[config.mk]
export PLATFORM = sky130hd
export DESIGN_NAME = mult_div_unit
export DESIGN_NICKNAME = d
export VERILOG_FILES = /design/src/rtl/mult_div_unit.sv
export SDC_FILE = /design/constraint.sdc
export NUM_CORES = 1
export LEC_CHECK = 0
export CAP_MARGIN = 10
export CORE_AREA = 5 5 209 211
export CTS_BUF_LIST = sky130_fd_sc_hd__clkbuf_8 sky130_fd_sc_hd__clkbuf_16
export CTS_CLUSTER_SIZE = 24
export DETAILED_ROUTE_END_ITERATION = 8
export DIE_AREA = 0 0 214 216
export GPL_TIMING_DRIVEN = 0
export PLACE_DENSITY = 0.79
export SKIP_CTS_REPAIR_TIMING = 1
export SLEW_MARGIN = 10
export SYNTH_ARGS = -nofsm -noshare
export SYNTH_HDL_FRONTEND = slang
export SYNTH_SLANG_ARGS = --single-unit
[constraint.sdc]
create_clock -name clk -period 3.9 [get_ports clk]
set_input_delay 0.39 -clock clk [delete_from_list [all_inputs] [get_ports clk]]
set_output_delay 0.39 -clock clk [all_outputs]
set_load 0.005 [all_outputs]
[src/rtl/mult_div_unit.sv]
// mult_div_unit: multi-cycle HI/LO engine for MULT, MULTU, DIV and DIVU.
// Iterative radix-2 datapath: shift-add multiply and restoring divide,
// one step per cycle, followed by a sign-fixup cycle that writes hi/lo.
// Optional macro MDU_FAST_MUL_EN: multiplies complete through a single-cycle
// 2*WIDTH multiplier; divides keep the iterative path.
module mult_div_unit #(
    parameter int WIDTH = 32,
    parameter int CNT_W = 6
) (
    input  logic             clk,
    input  logic             resetn,
    input  logic             start,
    input  logic [1:0]       op,
    input  logic [WIDTH-1:0] a,
    input  logic [WIDTH-1:0] b,
    input  logic             flush,
    output logic             busy,
    output logic             done,
    output logic [WIDTH-1:0] hi,
    output logic [WIDTH-1:0] lo
);

    typedef enum logic [1:0] {IDLE, RUN, FIX} state_t;

    state_t               state, state_nxt;
    logic [CNT_W-1:0]     counter;
    logic                 accept;
    logic                 fast_mul;
    logic                 sign_a, sign_b;
    logic [WIDTH-1:0]     mag_a, mag_b;
    // operation context captured at start
    logic                 is_div, neg_q, neg_r, div_zero;
    logic [WIDTH-1:0]     a_raw;
    // iterative datapath state
    logic [2*WIDTH-1:0]   mcand, prod;
    logic [WIDTH-1:0]     opb, quot, rem;
    logic [WIDTH:0]       partial, trial;
    logic [WIDTH-1:0]     res_hi, res_lo;

    function automatic logic [WIDTH-1:0] fix_w(input logic [WIDTH-1:0] v, input logic neg);
        return neg ? (~v + 1'b1) : v;
    endfunction

    function automatic logic [2*WIDTH-1:0] fix_2w(input logic [2*WIDTH-1:0] v, input logic neg);
        return neg ? (~v + 1'b1) : v;
    endfunction

`ifdef MDU_FAST_MUL_EN
    assign fast_mul = ~op[1];
`else
    assign fast_mul = 1'b0;
`endif

    assign accept = (state == IDLE) && start && !flush;
    assign busy   = (state != IDLE);

    // Signed ops (op[0]==0) work on magnitudes; 0x8000_0000 maps to itself,
    // which is the correct unsigned magnitude.
    assign sign_a = ~op[0] & a[WIDTH-1];
    assign sign_b = ~op[0] & b[WIDTH-1];
    assign mag_a  = fix_w(a, sign_a);
    assign mag_b  = fix_w(b, sign_b);

    // Restoring step: shift the next dividend bit into the partial remainder
    // and subtract the divisor; a borrow in the top bit means restore.
    assign partial = {rem, quot[WIDTH-1]};
    assign trial   = partial - {1'b0, opb};

    // Result after sign fixup, written to hi/lo in FIX
    always_comb begin
        res_hi = '0;
        res_lo = '0;
        if (!is_div) begin
            {res_hi, res_lo} = fix_2w(prod, neg_q);
        end else if (div_zero) begin
            res_hi = a_raw;
            res_lo = '1;
        end else begin
            res_hi = fix_w(rem, neg_r);
            res_lo = fix_w(quot, neg_q);
        end
    end

    // Next-state logic; flush overrides everything
    always_comb begin
        state_nxt = state;
        case (state)
            IDLE:    if (accept) state_nxt = fast_mul ? FIX : RUN;
            RUN:     if (counter == CNT_W'(WIDTH - 1)) state_nxt = FIX;
            FIX:     state_nxt = IDLE;
            default: state_nxt = IDLE;
        endcase
        if (flush) state_nxt = IDLE;
    end

    // Control state, iteration counter, result registers and done pulse
    always_ff @(posedge clk or negedge resetn) begin
        if (!resetn) begin
            state   <= IDLE;
            counter <= '0;
            hi      <= '0;
            lo      <= '0;
            done    <= 1'b0;
        end else begin
            state   <= state_nxt;
            counter <= (state == RUN && !flush) ? counter + 1'b1 : '0;
            done    <= 1'b0;
            if (state == FIX && !flush) begin
                hi   <= res_hi;
                lo   <= res_lo;
                done <= 1'b1;
            end
        end
    end

    // Operand capture and one multiply or divide iteration per RUN cycle
    always_ff @(posedge clk) begin
        if (accept) begin
            is_div   <= op[1];
            a_raw    <= a;
            div_zero <= (b == '0);
            neg_q    <= sign_a ^ sign_b;
            neg_r    <= sign_a;
            mcand    <= {{WIDTH{1'b0}}, mag_a};
            opb      <= mag_b;
            rem      <= '0;
            quot     <= mag_a;
            prod     <= fast_mul ? ({{WIDTH{1'b0}}, mag_a} * {{WIDTH{1'b0}}, mag_b}) : '0;
        end else if (state == RUN) begin
            if (!is_div) begin
                if (opb[0]) prod <= prod + mcand;
                mcand <= mcand << 1;
                opb   <= opb >> 1;
            end else if (!trial[WIDTH]) begin
                rem  <= trial[WIDTH-1:0];
                quot <= {quot[WIDTH-2:0], 1'b1};
            end else begin
                rem  <= partial[WIDTH-1:0];
                quot <= {quot[WIDTH-2:0], 1'b0};
            end
        end
    end

endmodule
==> results.py, run 1 <==
metrics = {
    "finish": {
        "post_route_cells_drive_above_1_share_pct": 4.47,
        "area_delta_synth_final_pct": 15.7,
        "finish.net_count": 3047,
        "final_core_occ_pct": 62.7,
    },
    "yosys": {
        "synthFlopType": "sky130_fd_sc_hd__edfxtp_1",
        "synth.ff_latch_count": 333,
        "post_synth_most_frequent_cells": "sky130_fd_sc_hd__nand2_1 (413), sky130_fd_sc_hd__o21ai_0 (245), sky130_fd_sc_hd__a21oi_1 (238)",
        "post_synth_instance_area_um2": 22600,
        "yosysTopAreaCellShare_pct": 17.6,
        "synthDominantAreaCellType": "sky130_fd_sc_hd__edfxtp_1",
        "ys_top_cells_by_area": "sky130_fd_sc_hd__edfxtp_1 (18%), sky130_fd_sc_hd__dfxtp_1 (11%), sky130_fd_sc_hd__dfrtp_1 (8.1%)",
        "synthDistinctLibCells": 78,
        "yosysMostFrequentCell": "sky130_fd_sc_hd__nand2_1",
        "synth-warning-count": 0,
        "synth_cells": 2692,
        "async_reset_ff_share_pct": 21.9,
        "synth.yosys.seq_area_share_pct": 37.0,
        "synthesis.nets": 2865,
        "synth-edff-count": 132,
        "syn_avg_cell_area_um2": 8.38,
    },
    "grt": {
        "globalRouteOverflowTotal": 0,
        "global_route_total_usage_across_every_layer_pct": 33.4,
        "wire_length_of_the_first_global_routing_pass_um": 122000,
        "first_global_vias": 21242,
        "number_of_antenna_violations_at_the_first_check_in_global_routing": 6,
        "maximum_number_of_pins_on_one_net_before_global_route_repair": 57,
    },
    "setup_path": {
        "critical-path-top-cell-by-count": "sky130_fd_sc_hd__clkbuf_1",
        "crit_path_max_fanout": 44,
        "cp_data_arrival_time_ns": 4.18,
        "critPathLaunch": "state[1]",
        "worstPathRequired_ns": 4.20,
        "slowest_stage": "sky130_fd_sc_hd__buf_1",
        "worst_setup_path_start_kind": "flop",
        "worst-setup-path-type": "reg -> reg",
        "top_delay_family_on_crit_path": "buffers and inverters",
        "critical_path_buffers_and_inverters": 4,
        "r2r_start": "state[1]",
        "type_of_destination_of_the_critical_path": "flop",
        "largest_stage_delay_on_the_critical_path_ns": 0.78,
        "worstPathCellList": "clkbuf_1 -> nor2_1 -> nand3b_1 -> clkbuf_1 -> buf_1 -> nand2_4 -> buf_16",
    },
    "timing": {
        "fmax_ghz": 0.257,
        "finalClockSkew_ns": 0.0375,
        "rsz0062_at_grt": "no",
        "worst_pin_slew_ns": 1.17,
        "period_share_pct": 99.6,
        "relSlewSlack_pct": 21.7,
        "fin_ws_ns": 0.0139,
        "slew_viol_final": 0,
        "setup_viol": 0,
        "timing.final.crit_period_ns": 3.89,
        "hold_violations": 0,
    },
    "drt": {
        "drc": 0,
        "antenna_violating_nets_post_route": 0,
        "route.detailed.vias_per_inst": 6.49,
        "firstDrtPassIters": 6,
        "wl_um": 81400,
        "drt_iter0_drc": 3028,
        "routed_wire_length_per_instance_um": 23.6,
        "routed-via-count": 22370,
    },
    "floorplanning": {
        "core-area_um2": 41600,
        "die_y_um": 216,
        "dieArea_um2": 46200,
        "initial_utilization_pct": 54.2,
        "die_w_um": 214,
        "design.portCount": 136,
        "placementRows": 75,
    },
    "clock_tree": {
        "clk_path_buf_depth": 3,
        "clock_tree.htree_level_count": 2,
        "path_clk_slew_ns": 0.06,
        "clock_tree_root": "sky130_fd_sc_hd__clkbuf_16",
        "numCtsBuffers": 40,
        "source_to_sink_clock_delay_at_the_later_pin_of_the_worst_skew_pair_ns": 0.60,
        "clock_sink_count": 333,
        "clock_tree_from_tritoncts": "yes",
    },
    "pwr": {
        "p_total_mw": 13.7,
        "leakagePower_nw": 10.4,
        "max-vdd-ir-drop_mv": 0.386,
        "power_density_nw_per_um2": 524,
    },
    "job": {
        "max-cap-violations": 0,
    },
    "placed_design": {
        "placement_setup_slack_ns": -0.612,
        "detailedPlacementHpwl_um": 62500,
        "place.port_buffers": 135,
        "routability_driven_placement_congestion_ratio": 0.987,
    },
    "run_status": {
        "run_status": "finished, final reports clean",
    },
    "worst_hold_path": {
        "hp-class": "in -> async",
    },
}
[final cells by class]
cell class	count	area, um^2
Multi-Input combinational cell	2132	13400
Tap cell	539	674
Clock inverter	30	246
Buffer	145	558
Inverter	80	300
Sequential cell	333	8350
Fill cell	3552	15500
Antenna cell	3	7.51
Clock buffer	44	1080
Timing Repair Buffer	142	1460
[per-stage QoR]
| step | instance area [um^2] | setup TNS (ns) | instances | hold slack [ns] |
|---|---|---|---|---|
| final | 26100 | 0 | 3448 | 0.219 |
| after global routing | 26100 | 0 | 3448 | 0.249 |
| after CTS | 26000 | -7.51 | 3444 | -0.333 |
| after detailed placement | 24700 | -12.62 | 3370 | 0.284 |
| after global placement | 24600 | -189.93 | 3366 | 0.457 |
| after floorplan | 22600 | 0 | 2692 | 0.0944 |
[registers in the layout, indices dropped and copies added (netlist names), 2 cells and up]
signal   cells
a_raw       32
counter      6
hi          32
lo          32
mcand       64
opb         32
prod        64
quot        32
rem         32
state        2
[cell usage in the layout, fill, tap and decap left out, types with 17 or more instances in the layout]
cell                                n
sky130_fd_sc_hd__o41ai_1           20
sky130_fd_sc_hd__clkdlybuf4s50_1  134
sky130_fd_sc_hd__a211oi_1          24
sky130_fd_sc_hd__nand4_1           35
sky130_fd_sc_hd__a31oi_1           17
sky130_fd_sc_hd__nor3_1            45
sky130_fd_sc_hd__clkbuf_1         125
sky130_fd_sc_hd__xnor2_1          165
sky130_fd_sc_hd__ha_1             101
sky130_fd_sc_hd__nor2_1           134
sky130_fd_sc_hd__nand2_1          412
sky130_fd_sc_hd__nand3_1           69
sky130_fd_sc_hd__o31ai_1           51
sky130_fd_sc_hd__o22ai_1           28
sky130_fd_sc_hd__o21bai_1          25
sky130_fd_sc_hd__o211ai_1          21
sky130_fd_sc_hd__edfxtp_1         132
sky130_fd_sc_hd__a21oi_1          237
sky130_fd_sc_hd__mux2i_1           26
sky130_fd_sc_hd__and3_1            21
sky130_fd_sc_hd__xor2_1            80
sky130_fd_sc_hd__o21a_1            61
sky130_fd_sc_hd__or3_1             30
sky130_fd_sc_hd__clkbuf_16         42
sky130_fd_sc_hd__a21o_1            56
sky130_fd_sc_hd__or4_1             25
sky130_fd_sc_hd__inv_1             86
sky130_fd_sc_hd__o21ai_0          242
sky130_fd_sc_hd__nand2b_1          26
sky130_fd_sc_hd__dfrtp_1           73
sky130_fd_sc_hd__dfxtp_1          128
[cells by family after synthesis]
| kind of cell | after synthesis | share of synthesized area [%] |
|---|---|---|
| simple gates | 884 | 18.4 |
| compound gates | 871 | 24.2 |
| xor+xnor | 245 | 9.52 |
| flops | 333 | 37.0 |
| buf+inv | 227 | 3.80 |
| mux | 29 | 1.30 |
| fa+ha+maj | 103 | 5.78 |
[worst register-to-register path: cells and delay by family, from the launching register on]
kind	cells	cell delay [ns]
buffers and inverters	4	2.15
DFF	1	0.33
and+or+nand+nor	3	1.07
[routing by layer]
metal  up-vias  GRT usage, %  wire (um)
met1     10580          44.0      32400
met4         4          17.7       4910
met3       303          9.47       9530
met2      1322          50.1      34400
li1      10161             -          -
met5         -             0         21
[power breakdown]
group | switching (mW) | total [mW] | internal, mW
Clock | 1.64 | 3.85 | 2.20
Sequential | 0.581 | 4.59 | 4.01
Combinational | 3.09 | 5.22 | 2.13
[final timing paths]
| path | endpoint | cells past startpoint | slack, ns |
|---|---|---|---|
| max | opb[26] | 7 | 0.01 |
| min | lo[2] | 2 | 0.22 |
| max reg2reg | opb[26] | 7 | 0.01 |
| min reg2reg | mcand[44] | 2 | 0.47 |
| max in group asynchronous | counter[3] | 3 | 3.06 |
| min in group clk | is_div | 1 | 0.40 |
Note: power is estimated with default switching activity, not from simulation.
==> inputs of run 2 (changes only) <==
--- a/config.mk
+++ b/config.mk
@@ -6,11 +6,12 @@
 export NUM_CORES = 1
 export LEC_CHECK = 0
 export CAP_MARGIN = 10
-export CORE_AREA = 5 5 209 211
+export CORE_AREA = 2 2 206 208
 export CTS_BUF_LIST = sky130_fd_sc_hd__clkbuf_8 sky130_fd_sc_hd__clkbuf_16
+export CTS_CLUSTER_DIAMETER = 150
 export CTS_CLUSTER_SIZE = 24
 export DETAILED_ROUTE_END_ITERATION = 8
-export DIE_AREA = 0 0 214 216
+export DIE_AREA = 0 0 208 210
 export GPL_TIMING_DRIVEN = 0
 export PLACE_DENSITY = 0.79
 export SKIP_CTS_REPAIR_TIMING = 1
==> constraint.sdc (replaced) <==
create_clock -name clk -period 4 [get_ports clk]
set_input_delay 0.4 -clock clk [delete_from_list [all_inputs] [get_ports clk]]
set_output_delay 0.4 -clock clk [all_outputs]
set_load 0.005 [all_outputs]
==> results.py, run 2 (synthesis gave the netlist of run 1 again) <==
metrics = {
    "run_status": {
        "run_status": "finished, final reports clean",
    },
    "grt": {
        "first_global_vias": 20453,
        "maximum_number_of_pins_on_one_net_before_global_route_repair": 64,
        "globalRouteOverflowTotal": 0,
        "wire_length_of_the_first_global_routing_pass_um": 121000,
        "number_of_antenna_violations_at_the_first_check_in_global_routing": 3,
        "global_route_total_usage_across_every_layer_pct": 35.7,
    },
    "timing": {
        "finalClockSkew_ns": 0.0197,
        "slew_viol_final": 0,
        "period_share_pct": 97.1,
        "timing.final.crit_period_ns": 3.88,
        "rsz0062_at_grt": "no",
        "fmax_ghz": 0.258,
        "relSlewSlack_pct": 18.3,
        "worst_pin_slew_ns": 1.23,
        "setup-tns-final_ns": 0,
        "setup_viol": 0,
        "hold_violations": 0,
    },
    "finish": {
        "area_delta_synth_final_pct": 12.0,
        "multi_input_area_um2": 13400,
        "total_of_fill_cells_in_the_finished_design": 3692,
        "finish.net_count": 3028,
        "final_cell_area_um2": 25300,
        "top_regs": "mcand x64, prod x64",
        "layout_common_cells": "sky130_fd_sc_hd__nand2_1 (412), sky130_fd_sc_hd__o21ai_0 (244), sky130_fd_sc_hd__a21oi_1 (237)",
        "most_frequent_standard_cell_in_the_layout_excluding_fill_and_tap_cells": "sky130_fd_sc_hd__nand2_1",
        "final_core_occ_pct": 60.9,
        "post_route_cells_drive_above_1_share_pct": 3.07,
        "final-seq-area_um2": 8350,
    },
    "pwr": {
        "net_switching_power_mw": 4.77,
        "combinationalPowerShare_pct": 44.3,
        "power.clock.fraction_pct": 17.1,
        "p_int_mw": 6.78,
        "power.switching_fraction_pct": 41.3,
        "leakagePower_nw": 9.99,
        "power.sequential.fraction_pct": 38.5,
        "p_total_mw": 11.6,
        "power_density_nw_per_um2": 457,
        "max-vdd-ir-drop_mv": 0.341,
    },
    "placed_design": {
        "dpl-instance-area_um2": 24700,
        "detailedPlacementHpwl_um": 63200,
        "routability_driven_placement_congestion_ratio": 0.981,
        "place.port_buffers": 135,
    },
    "setup_path": {
        "worst-r2r-cell-count": 13,
        "rr_endpoint": "rem[25]",
        "top_delay_family_on_crit_path": "simple AND/OR/NAND/NOR gates",
        "worstPathCellList": "inv_1 -> ha_1 -> fa_1 -> nor2b_1 -> o31a_1 -> o31ai_1 -> and3_1 -> or3_1 -> nand3_1 -> nand3_1 -> clkbuf_1 -> nand3_1 -> o211ai_1",
        "largest_stage_delay_on_the_critical_path_ns": 0.46,
        "timing.reg2reg.setup_slack_ns": 0.12,
        "worst_setup_path_start_kind": "flop",
        "slowest_stage": "sky130_fd_sc_hd__clkbuf_1",
        "type_of_destination_of_the_critical_path": "flop",
        "cp_data_arrival_time_ns": 4.33,
        "crit_path_max_fanout": 10,
        "worstPathRequired_ns": 4.45,
        "critical_path_buffers_and_inverters": 2,
        "critical-path-top-cell-by-count": "sky130_fd_sc_hd__nand3_1",
        "r2r_start": "quot[31]",
        "worst-setup-path-type": "reg -> reg",
    },
    "worst_hold_path": {
        "hp-class": "in -> async",
    },
    "drt": {
        "routed-via-count": 22081,
        "antenna_violating_nets_post_route": 0,
        "wl_um": 80300,
        "route.detailed.vias_per_inst": 6.48,
        "routed_wire_length_per_instance_um": 23.6,
        "drc": 0,
        "drt_iter0_drc": 2996,
        "firstDrtPassIters": 6,
    },
    "job": {
        "max-cap-violations": 0,
    },
    "floorplanning": {
        "design.portCount": 136,
        "die_w_um": 208,
        "dieArea_um2": 43700,
        "initial_utilization_pct": 54.4,
        "placementRows": 75,
        "die_y_um": 210,
        "core-area_um2": 41500,
    },
    "clock_tree": {
        "clock_tree_from_tritoncts": "yes",
        "clock_tree_root": "sky130_fd_sc_hd__clkbuf_16",
        "source_to_sink_clock_delay_at_the_later_pin_of_the_worst_skew_pair_ns": 0.54,
        "numCtsBuffers": 17,
        "path_clk_slew_ns": 0.10,
        "clock_tree.htree_level_count": 1,
        "clk_path_buf_depth": 3,
        "clock_sink_count": 333,
    },
}
-- run 2: cell types whose count changed in the layout (fill, tap and decap cells not counted), moves of 3 or more --
cell	delta
sky130_fd_sc_hd__clkinvlp_4	-3
sky130_fd_sc_hd__clkinv_2	-5
sky130_fd_sc_hd__clkinv_1	-6
sky130_fd_sc_hd__clkbuf_16	-25
sky130_fd_sc_hd__buf_4	+3
sky130_fd_sc_hd__bufinv_16	-3
sky130_fd_sc_hd__inv_1	+3
-- run 2: worst max path at each step --
| stage | slack (ns) | depth (start not counted) | end | start |
|---|---|---|---|---|
| global route | 0.003 | 13 | rem[2] | quot[31] |
| global placement | -1.75 | 6 | opb[27] | flush |
| detailed placement | -0.46 | 11 | prod[62] | prod[0] |
| finish | 0.12 | 13 | rem[25] | quot[31] |
| floorplan | 0.75 | 13 | rem[8] | opb[0] |
| CTS | -0.52 | 11 | prod[62] | prod[0] |
-- run 2: layout make-up --
cell class	count	area share [%]
Antenna cell	3	0.0297
Buffer	145	2.21
Clock buffer	17	1.68
Clock inverter	12	0.203
Inverter	80	1.19
Multi-Input combinational cell	2132	53.0
Sequential cell	333	33.1
Tap cell	539	2.67
Timing Repair Buffer	146	5.96
-- run 2: power groups by stage --
stage	sequential [mW]	combinational (mW)	clock (mW)
2_1_floorplan	4.30	3.72	0
3_3_place_gp	4.50	4.75	0
3_5_place_dp	4.51	4.90	0
4_1_cts	4.43	4.93	1.98
5_1_grt	4.49	5.59	2.07
6_report	4.45	5.12	1.98
-- run 2: per-layer routing --
metal | share of wire (%) | vias to the layer above | track usage [%]
met3 | 12 | 200 | 7.33
li1 | - | 10086 | -
met5 | 0 | - | 0
met2 | 43 | 1299 | 54.9
met4 | 5.1 | 0 | 15.6
met1 | 40 | 10496 | 49.0
-- run 2: per-stage QoR --
step | setup WS (ns) | hold WS, ns | instances
global placement | -1.75 | 0.459 | 3366
global route | 0.00264 | 0.259 | 3407
finish | 0.117 | 0.250 | 3407
floorplan | 0.748 | 0.104 | 2692
detailed placement | -0.462 | 0.259 | 3370
CTS | -0.523 | -0.303 | 3399
